`src/rtl/ball_ctl_pkg.sv`:
```
// Shared geometry, timing constants and FSM state type for the pong ball engine.
package ball_ctl_pkg;

    localparam int SCREEN_W    = 1024;
    localparam int SCREEN_H    = 768;
    localparam int BALL_SIZE   = 16;
    localparam int BALL_SPEED  = 4;
    localparam int PADDLE_W    = 16;
    localparam int PADDLE_H    = 96;
    localparam int LPAD_X      = 32;
    localparam int RPAD_X      = 976;
    localparam int MAX_SCORE   = 9;
    localparam int SERVE_DELAY = 60;
    localparam int CENTRE_X    = (SCREEN_W - BALL_SIZE) / 2;
    localparam int CENTRE_Y    = (SCREEN_H - BALL_SIZE) / 2;

    // Wide enough that paddle_y + PADDLE_H never wraps for any 12-bit paddle input.
    typedef logic signed [13:0] scoord_t;

    localparam scoord_t SPD = scoord_t'(BALL_SPEED);

    typedef enum logic [2:0] {IDLE, SERVE, MOVE, SCORE, OVER} state_t;

    function automatic scoord_t widen(input logic [11:0] v);
        return scoord_t'({2'b00, v});
    endfunction

endpackage

```
`src/rtl/ball_ctl_if.sv`:
```
// Frame/paddle inputs and draw/score outputs of the ball engine.
interface ball_ctl_if;

    logic        vblnk_in;
    logic        serve;
    logic [11:0] lpad_y;
    logic [11:0] rpad_y;
    logic [11:0] ball_x;
    logic [11:0] ball_y;
    logic        ball_vis;
    logic [3:0]  score_l;
    logic [3:0]  score_r;
    logic        game_over;
    logic        hit_pulse;

    modport master (
        output vblnk_in, serve, lpad_y, rpad_y,
        input  ball_x, ball_y, ball_vis, score_l, score_r, game_over, hit_pulse
    );

    modport slave (
        input  vblnk_in, serve, lpad_y, rpad_y,
        output ball_x, ball_y, ball_vis, score_l, score_r, game_over, hit_pulse
    );

endinterface

```
`src/rtl/ball_ctl_collide.sv`:
```
// Combinational next-position step: wall bounce, paddle reflection and miss detection.
module ball_collide
    import ball_ctl_pkg::*;
(
    input  logic [11:0] x,
    input  logic [11:0] y,
    input  scoord_t     vx,
    input  scoord_t     vy,
    input  logic [11:0] lpad_y,
    input  logic [11:0] rpad_y,
    output logic [11:0] nx,
    output logic [11:0] ny,
    output scoord_t     nvx,
    output scoord_t     nvy,
    output logic        hit,
    output logic        miss_l,
    output logic        miss_r
);

    localparam scoord_t ZERO   = '0;
    localparam scoord_t Y_MAX  = scoord_t'(SCREEN_H - BALL_SIZE);
    localparam scoord_t X_MAX  = scoord_t'(SCREEN_W - BALL_SIZE);
    localparam scoord_t L_FACE = scoord_t'(LPAD_X + PADDLE_W);
    localparam scoord_t R_FACE = scoord_t'(RPAD_X);
    localparam scoord_t BALL   = scoord_t'(BALL_SIZE);
    localparam scoord_t PAD_H  = scoord_t'(PADDLE_H);
    localparam scoord_t R_STOP = scoord_t'(RPAD_X - BALL_SIZE);

    scoord_t cx, cy, tx, ty, lp, rp;
    logic    l_ovl, r_ovl, l_hit, r_hit;

    always_comb begin
        cx    = widen(x);
        cy    = widen(y);
        tx    = cx + vx;
        ty    = cy + vy;
        lp    = widen(lpad_y);
        rp    = widen(rpad_y);
        l_ovl = (ty + BALL > lp) && (ty < lp + PAD_H);
        r_ovl = (ty + BALL > rp) && (ty < rp + PAD_H);
        l_hit = (vx < ZERO) && (tx <= L_FACE) && (cx >= L_FACE) && l_ovl;
        r_hit = (vx > ZERO) && (tx + BALL >= R_FACE) && (cx + BALL <= R_FACE) && r_ovl;

        nvx    = vx;
        nvy    = vy;
        nx     = tx[11:0];
        ny     = ty[11:0];
        hit    = l_hit | r_hit;
        miss_l = 1'b0;
        miss_r = 1'b0;

        // Vertical and horizontal are independent so a corner reflects on both axes.
        if (ty <= ZERO) begin
            ny  = '0;
            nvy = SPD;
        end else if (ty >= Y_MAX) begin
            ny  = Y_MAX[11:0];
            nvy = -SPD;
        end

        if (l_hit) begin
            nx  = L_FACE[11:0];
            nvx = SPD;
        end else if (r_hit) begin
            nx  = R_STOP[11:0];
            nvx = -SPD;
        end else if (tx <= ZERO) begin
            miss_l = 1'b1;
        end else if (tx >= X_MAX) begin
            miss_r = 1'b1;
        end
    end

endmodule

```
`src/rtl/ball_ctl.sv`:
```
// Pong ball engine: frame-tick driven serve/move/score FSM holding ball position and scores.
module ball_ctl
    import ball_ctl_pkg::*;
(
    input  logic      pclk,
    input  logic      rst,
    ball_ctl_if.slave bus
);

    localparam logic [11:0] CX       = 12'(CENTRE_X);
    localparam logic [11:0] CY       = 12'(CENTRE_Y);
    localparam logic [5:0]  LAST     = 6'(SERVE_DELAY - 1);
    localparam logic [3:0]  WIN_PREV = 4'(MAX_SCORE - 1);

    state_t      state;
    logic [5:0]  cnt;
    logic [11:0] x, y;
    scoord_t     vx, vy;
    logic        vis, go, hit_q, vblnk_d, serve_d;
    logic [3:0]  sl, sr;

    logic [11:0] nx, ny;
    scoord_t     nvx, nvy;
    logic        hit, miss_l, miss_r;
    logic        tick, serve_edge;

    assign tick       = bus.vblnk_in & ~vblnk_d;
    assign serve_edge = bus.serve & ~serve_d;

    ball_collide u_collide (
        .x      (x),
        .y      (y),
        .vx     (vx),
        .vy     (vy),
        .lpad_y (bus.lpad_y),
        .rpad_y (bus.rpad_y),
        .nx     (nx),
        .ny     (ny),
        .nvx    (nvx),
        .nvy    (nvy),
        .hit    (hit),
        .miss_l (miss_l),
        .miss_r (miss_r)
    );

    always_ff @(posedge pclk) begin
        if (rst) begin
            state   <= IDLE;
            cnt     <= '0;
            x       <= CX;
            y       <= CY;
            vx      <= SPD;
            vy      <= SPD;
            vis     <= 1'b1;
            sl      <= '0;
            sr      <= '0;
            go      <= 1'b0;
            hit_q   <= 1'b0;
            vblnk_d <= 1'b1;
            serve_d <= 1'b1;
        end else begin
            vblnk_d <= bus.vblnk_in;
            serve_d <= bus.serve;
            hit_q   <= 1'b0;
            unique case (state)
                IDLE: if (serve_edge) begin
                    state <= SERVE;
                    cnt   <= '0;
                end
                SERVE: if (tick) begin
                    if (cnt == LAST) begin
                        state <= MOVE;
                        cnt   <= '0;
                    end else begin
                        cnt <= cnt + 6'd1;
                    end
                end
                MOVE: if (tick) begin
                    if (miss_l || miss_r) begin
                        // Next serve heads toward whoever conceded.
                        x   <= CX;
                        y   <= CY;
                        vx  <= miss_l ? -SPD : SPD;
                        vy  <= SPD;
                        vis <= 1'b0;
                        cnt <= '0;
                        if (miss_l) sr <= sr + 4'd1;
                        else        sl <= sl + 4'd1;
                        if ((miss_l && sr == WIN_PREV) || (miss_r && sl == WIN_PREV)) begin
                            state <= OVER;
                            go    <= 1'b1;
                        end else begin
                            state <= SCORE;
                        end
                    end else begin
                        x     <= nx;
                        y     <= ny;
                        vx    <= nvx;
                        vy    <= nvy;
                        hit_q <= hit;
                    end
                end
                SCORE: if (tick) begin
                    if (cnt == LAST) begin
                        state <= SERVE;
                        vis   <= 1'b1;
                        cnt   <= '0;
                    end else begin
                        cnt <= cnt + 6'd1;
                    end
                end
                OVER: if (serve_edge) begin
                    state <= IDLE;
                    sl    <= '0;
                    sr    <= '0;
                    go    <= 1'b0;
                    vis   <= 1'b1;
                    x     <= CX;
                    y     <= CY;
                    vx    <= SPD;
                    vy    <= SPD;
                    cnt   <= '0;
                end
                default: state <= IDLE;
            endcase
        end
    end

    assign bus.ball_x    = x;
    assign bus.ball_y    = y;
    assign bus.ball_vis  = vis;
    assign bus.score_l   = sl;
    assign bus.score_r   = sr;
    assign bus.game_over = go;
    assign bus.hit_pulse = hit_q;

endmodule

```
`src/flat_wrapper.sv`:
```
// flat-port wrapper written by rule: the top's interface ports become plain ports
module ball_ctl_flat import ball_ctl_pkg::*;
  (pclk, rst, bus_vblnk_in, bus_serve, bus_lpad_y, bus_rpad_y, bus_ball_x, bus_ball_y, bus_ball_vis, bus_score_l, bus_score_r, bus_game_over, bus_hit_pulse);
  ball_ctl_if bus_i ();
  input  logic pclk;
  input  logic rst;
  input wire logic [$bits(bus_i.vblnk_in)-1:0] bus_vblnk_in;
  input wire logic [$bits(bus_i.serve)-1:0] bus_serve;
  input wire logic [$bits(bus_i.lpad_y)-1:0] bus_lpad_y;
  input wire logic [$bits(bus_i.rpad_y)-1:0] bus_rpad_y;
  output wire logic [$bits(bus_i.ball_x)-1:0] bus_ball_x;
  output wire logic [$bits(bus_i.ball_y)-1:0] bus_ball_y;
  output wire logic [$bits(bus_i.ball_vis)-1:0] bus_ball_vis;
  output wire logic [$bits(bus_i.score_l)-1:0] bus_score_l;
  output wire logic [$bits(bus_i.score_r)-1:0] bus_score_r;
  output wire logic [$bits(bus_i.game_over)-1:0] bus_game_over;
  output wire logic [$bits(bus_i.hit_pulse)-1:0] bus_hit_pulse;
  assign bus_i.vblnk_in = bus_vblnk_in;
  assign bus_i.serve = bus_serve;
  assign bus_i.lpad_y = bus_lpad_y;
  assign bus_i.rpad_y = bus_rpad_y;
  assign bus_ball_x = bus_i.ball_x;
  assign bus_ball_y = bus_i.ball_y;
  assign bus_ball_vis = bus_i.ball_vis;
  assign bus_score_l = bus_i.score_l;
  assign bus_score_r = bus_i.score_r;
  assign bus_game_over = bus_i.game_over;
  assign bus_hit_pulse = bus_i.hit_pulse;
  ball_ctl u_core (.pclk(pclk), .rst(rst), .bus(bus_i));
endmodule
```
`config.mk`:
```
export PLATFORM = sky130hd
export DESIGN_NAME = ball_ctl_flat
export DESIGN_NICKNAME = d
export VERILOG_FILES = /design/src/rtl/ball_ctl_pkg.sv /design/src/rtl/ball_ctl_if.sv /design/src/rtl/ball_ctl_collide.sv /design/src/rtl/ball_ctl.sv /design/src/flat_wrapper.sv
export SDC_FILE = /design/constraint.sdc
export NUM_CORES = 1
export LEC_CHECK = 0
export ABC_AREA = 1
export BUFFER_PORTS_ARGS = -buffer_cell sky130_fd_sc_hd__clkbuf_2
export CAP_MARGIN = 5
export CORE_AREA = 2 2 124 126
export DETAILED_ROUTE_END_ITERATION = 7
export DIE_AREA = 0 0 126 128
export GPL_TIMING_DRIVEN = 0
export HOLD_SLACK_MARGIN = 0.1
export PLACE_DENSITY = 0.59
export SYNTH_ARGS = -nofsm -noshare
export SYNTH_HDL_FRONTEND = slang
export SYNTH_SLANG_ARGS = --single-unit
```
`constraint.sdc`:
```
create_clock -name pclk -period 4.3 [get_ports pclk]
set_input_delay 0.215 -clock pclk [delete_from_list [all_inputs] [get_ports pclk]]
set_output_delay 0.215 -clock pclk [all_outputs]
set_load 0.02 [all_outputs]
```
# Word level (Yosys, flattened, before mapping)
# Cells that the tools add are included.
[totals]
register_bits = 74
latchBits = 0
ramBits = 0
rom_bits = 0
input_bits = 28
out_inout_bits = 35
word_cells = 161
n_memories = 0
[classes]
addsub = 10
mul = 0
n_div = 0
magnitude_cmp = 14
eq_ne = 22
n_shift = 0
muxes = 67
bitwise = 7
reduce_logical = 28
[ops]
columns = ["operator", "count"]
rows = [
  ["14-bit 2-to-1 mux", 10],
  ["12-bit 2-to-1 mux", 10],
  ["14-bit case mux with 2 select lines", 2],
  ["12-bit case mux with 2 select lines", 2],
  ["14-bit by 11-bit greater-or-equal comparator with 1-bit output, second input constant", 3],
  ["6-bit 2-to-1 mux", 5],
  ["13-bit by 14-bit adder with 14-bit output", 2],
  ["14-bit by 6-bit adder with 14-bit output, second input constant", 2],
  ["14-bit by 13-bit > comparator with 1-bit output", 2],
  ["14-bit by 1-bit less-or-equal comparator with 1-bit output, second input constant", 2],
  ["14-bit less-than comparator", 2],
  ["4-bit 2-to-1 mux", 7],
  ["3-bit 2-to-1 mux", 9],
  ["12-bit by 7-bit adder with 13-bit output, second input constant", 2],
  ["2-bit by 1-bit inequality test with 1-bit output, second input constant", 12],
  ["5-bit AND reduction", 4],
  ["6-bit case mux with 3 select lines", 1],
  ["1-bit 2-to-1 mux", 16],
  ["4-bit case mux with 2 select lines", 2],
  ["3-bit case mux with 5 select lines", 1],
  ["14-bit by 1-bit > comparator with 1-bit output, second input constant", 1],
  ["14-bit by 7-bit less-or-equal comparator with 1-bit output, second input constant", 1],
  ["14-bit by 1-bit less-than comparator with 1-bit output, second input constant", 1],
  ["12-bit by 5-bit adder with 13-bit output, second input constant", 1],
  ["27 further kinds", 48],
]

# Logic depth before layout (Yosys ltp)
[depth]
word_depth = 14
mapped_depth = 30
ltp_nobuf = 30

# Hierarchy
# A second synthesis with hierarchy kept.
[unflattened]
cells_unflattened = 1220
area_unflattened_um2 = 7551.0
[modules_own_cells]
columns = ["mod", "n_inst", "cells_each", "area_each_um2", "seq_area_each_um2"]
rows = [
  ["ball_collide", 1, 743, 4166.5, 0.0],
  ["ball_ctl", 1, 477, 3384.5, 1481.4],
]

# Worst setup path before layout
# No wires, ideal clock.
[synth_timing]
path_kind = "flip-flop to flip-flop"
from = "reg u_core.vy[12]"
to = "reg u_core.cnt[1]"
setup_ns = 0.115
t_arrival_ns = 3.737
setup_slack_ns = 0.448
path_stages_with_launch = 25
period_less_slack_ns = 3.852
cell_sequence = "dfxtp_1 ha_1 or2_1 and2_1 xor2_2 ha_1 nand3_2 nor2_2 xnor2_1 inv_1 ha_1 nand2_1 nor3_1 nand4_1 nand2_1 nand2_2 nand4_4 nor2_8 nor2_4 nor2_8 nand2_4 nand2_2 buf_6 a21oi_1 nor2_1"
[synth_between]
elab_chain_len = 10
elab_cells_between_ends = 17
classes_between = "2 x add/sub; 4 x order compare; 1 x eq/ne; 4 x mux; 6 x reduce/logical"
[synth_rtl]
columns = ["item", "line_no", "rtl"]
rows = [
  ["start: declaration", "ball_ctl.sv:18", "scoord_t vx, vy;"],
  ["start signal: assignment", "ball_ctl.sv:99", "vy <= nvy;"],
  ["13-bit by 14-bit adder with 14-bit output *", "ball_ctl_collide.sv:36", "ty = cy + vy;"],
  ["14-bit by 6-bit adder with 14-bit output", "ball_ctl_collide.sv:39, ball_ctl_collide.sv:40", ""],
  ["14-bit by 13-bit > comparator with 1-bit output", "ball_ctl_collide.sv:40", "r_ovl = (ty + BALL > rp) && (ty < rp + PAD_H);"],
  ["1-bit logical AND", "ball_ctl_collide.sv:40", ""],
  ["1-bit logical AND", "ball_ctl_collide.sv:42", "r_hit = (vx > ZERO) && (tx + BALL >= R_FACE) && (cx + BALL <= R_FACE) && r_ovl;"],
  ["1-bit 2-to-1 mux", "ball_ctl_collide.sv:64", "end else if (r_hit) begin"],
  ["1-bit 2-to-1 mux", "ball_ctl_collide.sv:61", "if (l_hit) begin"],
  ["1-bit logical OR *", "ball_ctl.sv:79", "if (miss_l || miss_r) begin"],
  ["2-bit by 1-bit inequality test with 1-bit output (no source line) *", "n/a", ""],
  ["5-bit AND reduction (no source line) *", "n/a", ""],
  ["end signal: assignment", "ball_ctl.sv:75", "cnt <= cnt + 6'd1;"],
  ["end signal: assignment", "ball_ctl.sv:109", "cnt <= cnt + 6'd1;"],
  ["end: declaration", "ball_ctl.sv:16", "logic [5:0] cnt;"],
]
# Mark *: on every way between the ends. The rest lies on a longest branch, timed or not.
# A chain may end at the register's enable or synchronous reset.

# Worst setup path in the final report
[layout_timing]
from = "reg u_core.vy[12]"
to = "reg u_core.state[1]"
[layout_between]
elab_chain_len = 13
elab_cells_between_ends = 24
classes_between = "2 x add/sub; 4 x order compare; 1 x eq/ne; 8 x mux; 9 x reduce/logical"
[layout_rtl]
columns = ["item", "line_no", "rtl"]
rows = [
  ["13-bit by 14-bit adder with 14-bit output *", "ball_ctl_collide.sv:36", ""],
  ["14-bit by 6-bit adder with 14-bit output", "ball_ctl_collide.sv:39, ball_ctl_collide.sv:40", ""],
  ["14-bit by 13-bit > comparator with 1-bit output", "ball_ctl_collide.sv:40", ""],
  ["1-bit logical AND", "ball_ctl_collide.sv:40", ""],
  ["1-bit logical AND", "ball_ctl_collide.sv:42", ""],
  ["1-bit 2-to-1 mux", "ball_ctl_collide.sv:64", ""],
  ["1-bit 2-to-1 mux", "ball_ctl_collide.sv:61", ""],
  ["1-bit logical AND", "ball_ctl.sv:89", "if ((miss_l && sr == WIN_PREV) || (miss_r && sl == WIN_PREV)) begin"],
  ["1-bit logical OR", "ball_ctl.sv:89", ""],
  ["3-bit 2-to-1 mux", "ball_ctl.sv:89", ""],
  ["3-bit 2-to-1 mux", "ball_ctl.sv:79", ""],
  ["3-bit 2-to-1 mux", "ball_ctl.sv:78", "MOVE: if (tick) begin"],
  ["3-bit case mux with 5 select lines", "ball_ctl.sv:65", "unique case (state)"],
  ["end signal: assignment", "ball_ctl.sv:67", "state <= SERVE;"],
  ["end signal: assignment", "ball_ctl.sv:90", "state <= OVER;"],
  ["end signal: assignment", "ball_ctl.sv:93", "state <= SCORE;"],
  ["end: declaration", "ball_ctl.sv:15", "state_t state;"],
]
# Mark *: on every way between the ends. The rest lies on a longest branch, timed or not. The select of a mux whose other input is x is not followed.

==> impl_metrics.env <==
export IMPL_status="finished, final reports clean"
export IMPL_drv_cap=0
export IMPL_synth_edff_count=0
export IMPL_nFillCells=1595
export IMPL_postSynthCellCount=795
export IMPL_arrival_ns=4.27
export IMPL_synthTopCellsByCount="nand2_1, inv_1, nor2_1, a21oi_1, ha_1"
export IMPL_root_buffer="clkbuf_16"
export IMPL_tns_ns=0
export IMPL_viasPerCell=4.87
export IMPL_wirelength_um=13600
export IMPL_required_ns=4.52
export IMPL_num_vias=5240
export IMPL_cts_tree="built"
export IMPL_drc=0
export IMPL_fin_skew_ns=0.00879
export IMPL_yosys_top_cells_area="ha_1, dfxtp_1, nand2_1"
export IMPL_firstDrtPassIters=5
export IMPL_crit_buf_inv=2
export IMPL_die_y_um=128
export IMPL_numCtsBuffers=5
export IMPL_grt_ovfl_total=0
export IMPL_avgSynthCellArea_um2=6.39
export IMPL_ys_ff_latch=44
export IMPL_min_path_type="primary input to register"
export IMPL_cts_sinks=44
export IMPL_synthFlopType="dfxtp_1"
export IMPL_slowest_stage="dfxtp_4"
export IMPL_dp_hpwl_um=10500
export IMPL_dieArea_um2=16100
export IMPL_io_buffers=58
export IMPL_antenna_found_initial=0
export IMPL_critPathLaunchType="register"
export IMPL_grt_pass1_vias=4649
export IMPL_fin_crit_sh=0.942
export IMPL_drtIter0Drc=241
export IMPL_ys_async_sr_fraction=0
export IMPL_io_pins=63
export IMPL_die_width_um=126
export IMPL_gp_congestion=0.844
export IMPL_tightest_slew_ns=0.550
export IMPL_yosysMostFrequentCell="nand2_1"
export IMPL_area_growth_pct=22.7
export IMPL_synth_top_cell_by_area="ha_1"
export IMPL_htreeDepth=2
export IMPL_drtAntennaViolNets=0
export IMPL_core_region_area_um2=14900
export IMPL_hold_viol=0
export IMPL_path_delay_family="simple AND/OR/NAND/NOR gates"
export IMPL_yosys_area_top_type_share=0.175
export IMPL_num_rows=45
export IMPL_insertedDiodeCount=0
export IMPL_start_util=0.342
export IMPL_grt_max_degree=16
export IMPL_grt_first_pass_wirelength_um=21800
export IMPL_fmax_mhz=247
export IMPL_fin_nets=989
export IMPL_cts_hold_buf=0
export IMPL_drv_slew=0
export IMPL_place_ws_ns=-0.367
export IMPL_postLayoutSetupSlackWorst_ns=0.251
export IMPL_critPathKind="register to register"
export IMPL_ys_seq_area_frac=0.173
export IMPL_post_route_min_period_ns=4.05
export IMPL_routedWlPerCell_um=12.6
export IMPL_path_common_cell="nand2_1"
export IMPL_crit_path_end_kind="register"
export IMPL_grt_total_usage=0.161
export IMPL_crit_fanout=8
export IMPL_clockBufferDepth=2
export IMPL_clk_pin_slew_ns=0.07
export IMPL_syn_area_um2=5080
export IMPL_yosys_warnings=0
export IMPL_setup_violations=0
export IMPL_synth_cell_types=44
export IMPL_slew_headroom=0.633
export IMPL_slowest_delay_ns=0.46
export IMPL_layout_drive_gt1_share=0.172
export IMPL_clkLatencyLatePin_ns=0.29
cell type report:
| class | instances | area, µm² | area share |
|---|---|---|---|
| timing repair buffer | 82 | 492 | 0.0789 |
| clock inverter | 2 | 10.0 | 0.00161 |
| sequential | 44 | 886 | 0.142 |
| multi-input combinational | 612 | 3910 | 0.628 |
| buffer | 12 | 67.6 | 0.0108 |
| clock buffer | 6 | 139 | 0.0223 |
| tap | 188 | 235 | 0.0377 |
| inverter | 131 | 492 | 0.0789 |
layer usage:
metal / vias up / global-route usage / share of wire
met5: - / 0 / 0
met4: 0 / 0.0317 / 0.0096
met3: 11 / 0.0154 / 0.033
met2: 103 / 0.285 / 0.47
met1: 2342 / 0.214 / 0.48
li1: 2784 / - / -
repair_timing:
item                       4_1_cts  5_1_grt
pin swaps                        0       25
setup buffers                    0       23
gates resized for setup          5       52
gates cloned                     0        2
setup endpoints to repair       38       38
sequential cells by signal (all words and copies together) (netlist names):
register              count
u_core.bus.ball_x        10
u_core.bus.ball_y        10
u_core.cnt                6
u_core.bus.score_l        4
u_core.bus.score_r        4
u_core.state              3
u_core.bus.ball_vis       1
u_core.bus.game_over      1
u_core.bus.hit_pulse      1
u_core.serve_d            1
u_core.vblnk_d            1
u_core.vx                 1
u_core.vy                 1
kinds of logic (layout without fill, tap and decap cells):
group / count (synthesis) / count (layout) / synth area share
AO/OA/AOI/OAI: 128 / 128 / 0.137
XOR/XNOR: 34 / 34 / 0.0616
adder cells (fa/ha/maj): 73 / 73 / 0.183
buffers and inverters: 143 / 233 / 0.110
flip-flops: 44 / 44 / 0.173
other: 1 / 4 / 0.000739
AND/OR/NAND/NOR: 372 / 373 / 0.335
tightest hold or removal path, cell delays in order:
cell      delay, ns
clkbuf_2       0.07
inv_1          0.04
nand2_1        0.04
layout by cell type, fill, tap and decap left out, types with 2 or more instances in the layout:
master,n
a211oi_1,3
a21oi_1,70
buf_4,23
buf_6,4
clkbuf_1,6
clkbuf_16,5
clkbuf_2,58
clkinv_2,2
conb_1,4
dfxtp_1,42
ha_1,63
ha_4,7
inv_1,127
inv_2,3
nand2_1,172
nand2_2,7
nand2_4,8
nand3_1,38
nand3_2,3
nand3_4,3
nand4_1,23
nor2_1,76
nor2_2,7
nor2_4,4
nor2_8,2
nor3_1,18
nor3b_1,2
nor4_1,5
o211ai_1,8
o21ai_0,17
o21ai_1,20
o21bai_1,2
xnor2_1,5
xor2_1,25
xor2_4,3
stage by stage:
stage | instances | utilization | area (µm²) | hold WS [ns]
2_1_floorplan | 798 | - | 5090 | 0.311
3_3_place_gp | 1044 | 0.378 | 5610 | 0.401
3_5_place_dp | 1044 | 0.378 | 5610 | 0.407
4_1_cts | 1052 | 0.390 | 5800 | 0.114
5_1_grt | 1077 | 0.419 | 6230 | 0.145
6_report | 1077 | 0.419 | 6230 | 0.116
worst paths after layout:
| check | from | to | slack (ns) | cells after the start |
|---|---|---|---|---|
| worst max register to register | u_core.vy[12] | u_core.state[1] | 0.25 | 27 |
| worst max-delay path | u_core.vy[12] | u_core.state[1] | 0.25 | 27 |
| worst min register to register | u_core.bus.game_over | u_core.bus.game_over | 0.46 | 2 |
| worst min-delay path | bus_vblnk_in | u_core.vblnk_d | 0.12 | 3 |
Power is left out: the tool's default activity adds up to more than one toggle a clock period on the data nets, which glitch-free logic cannot reach.
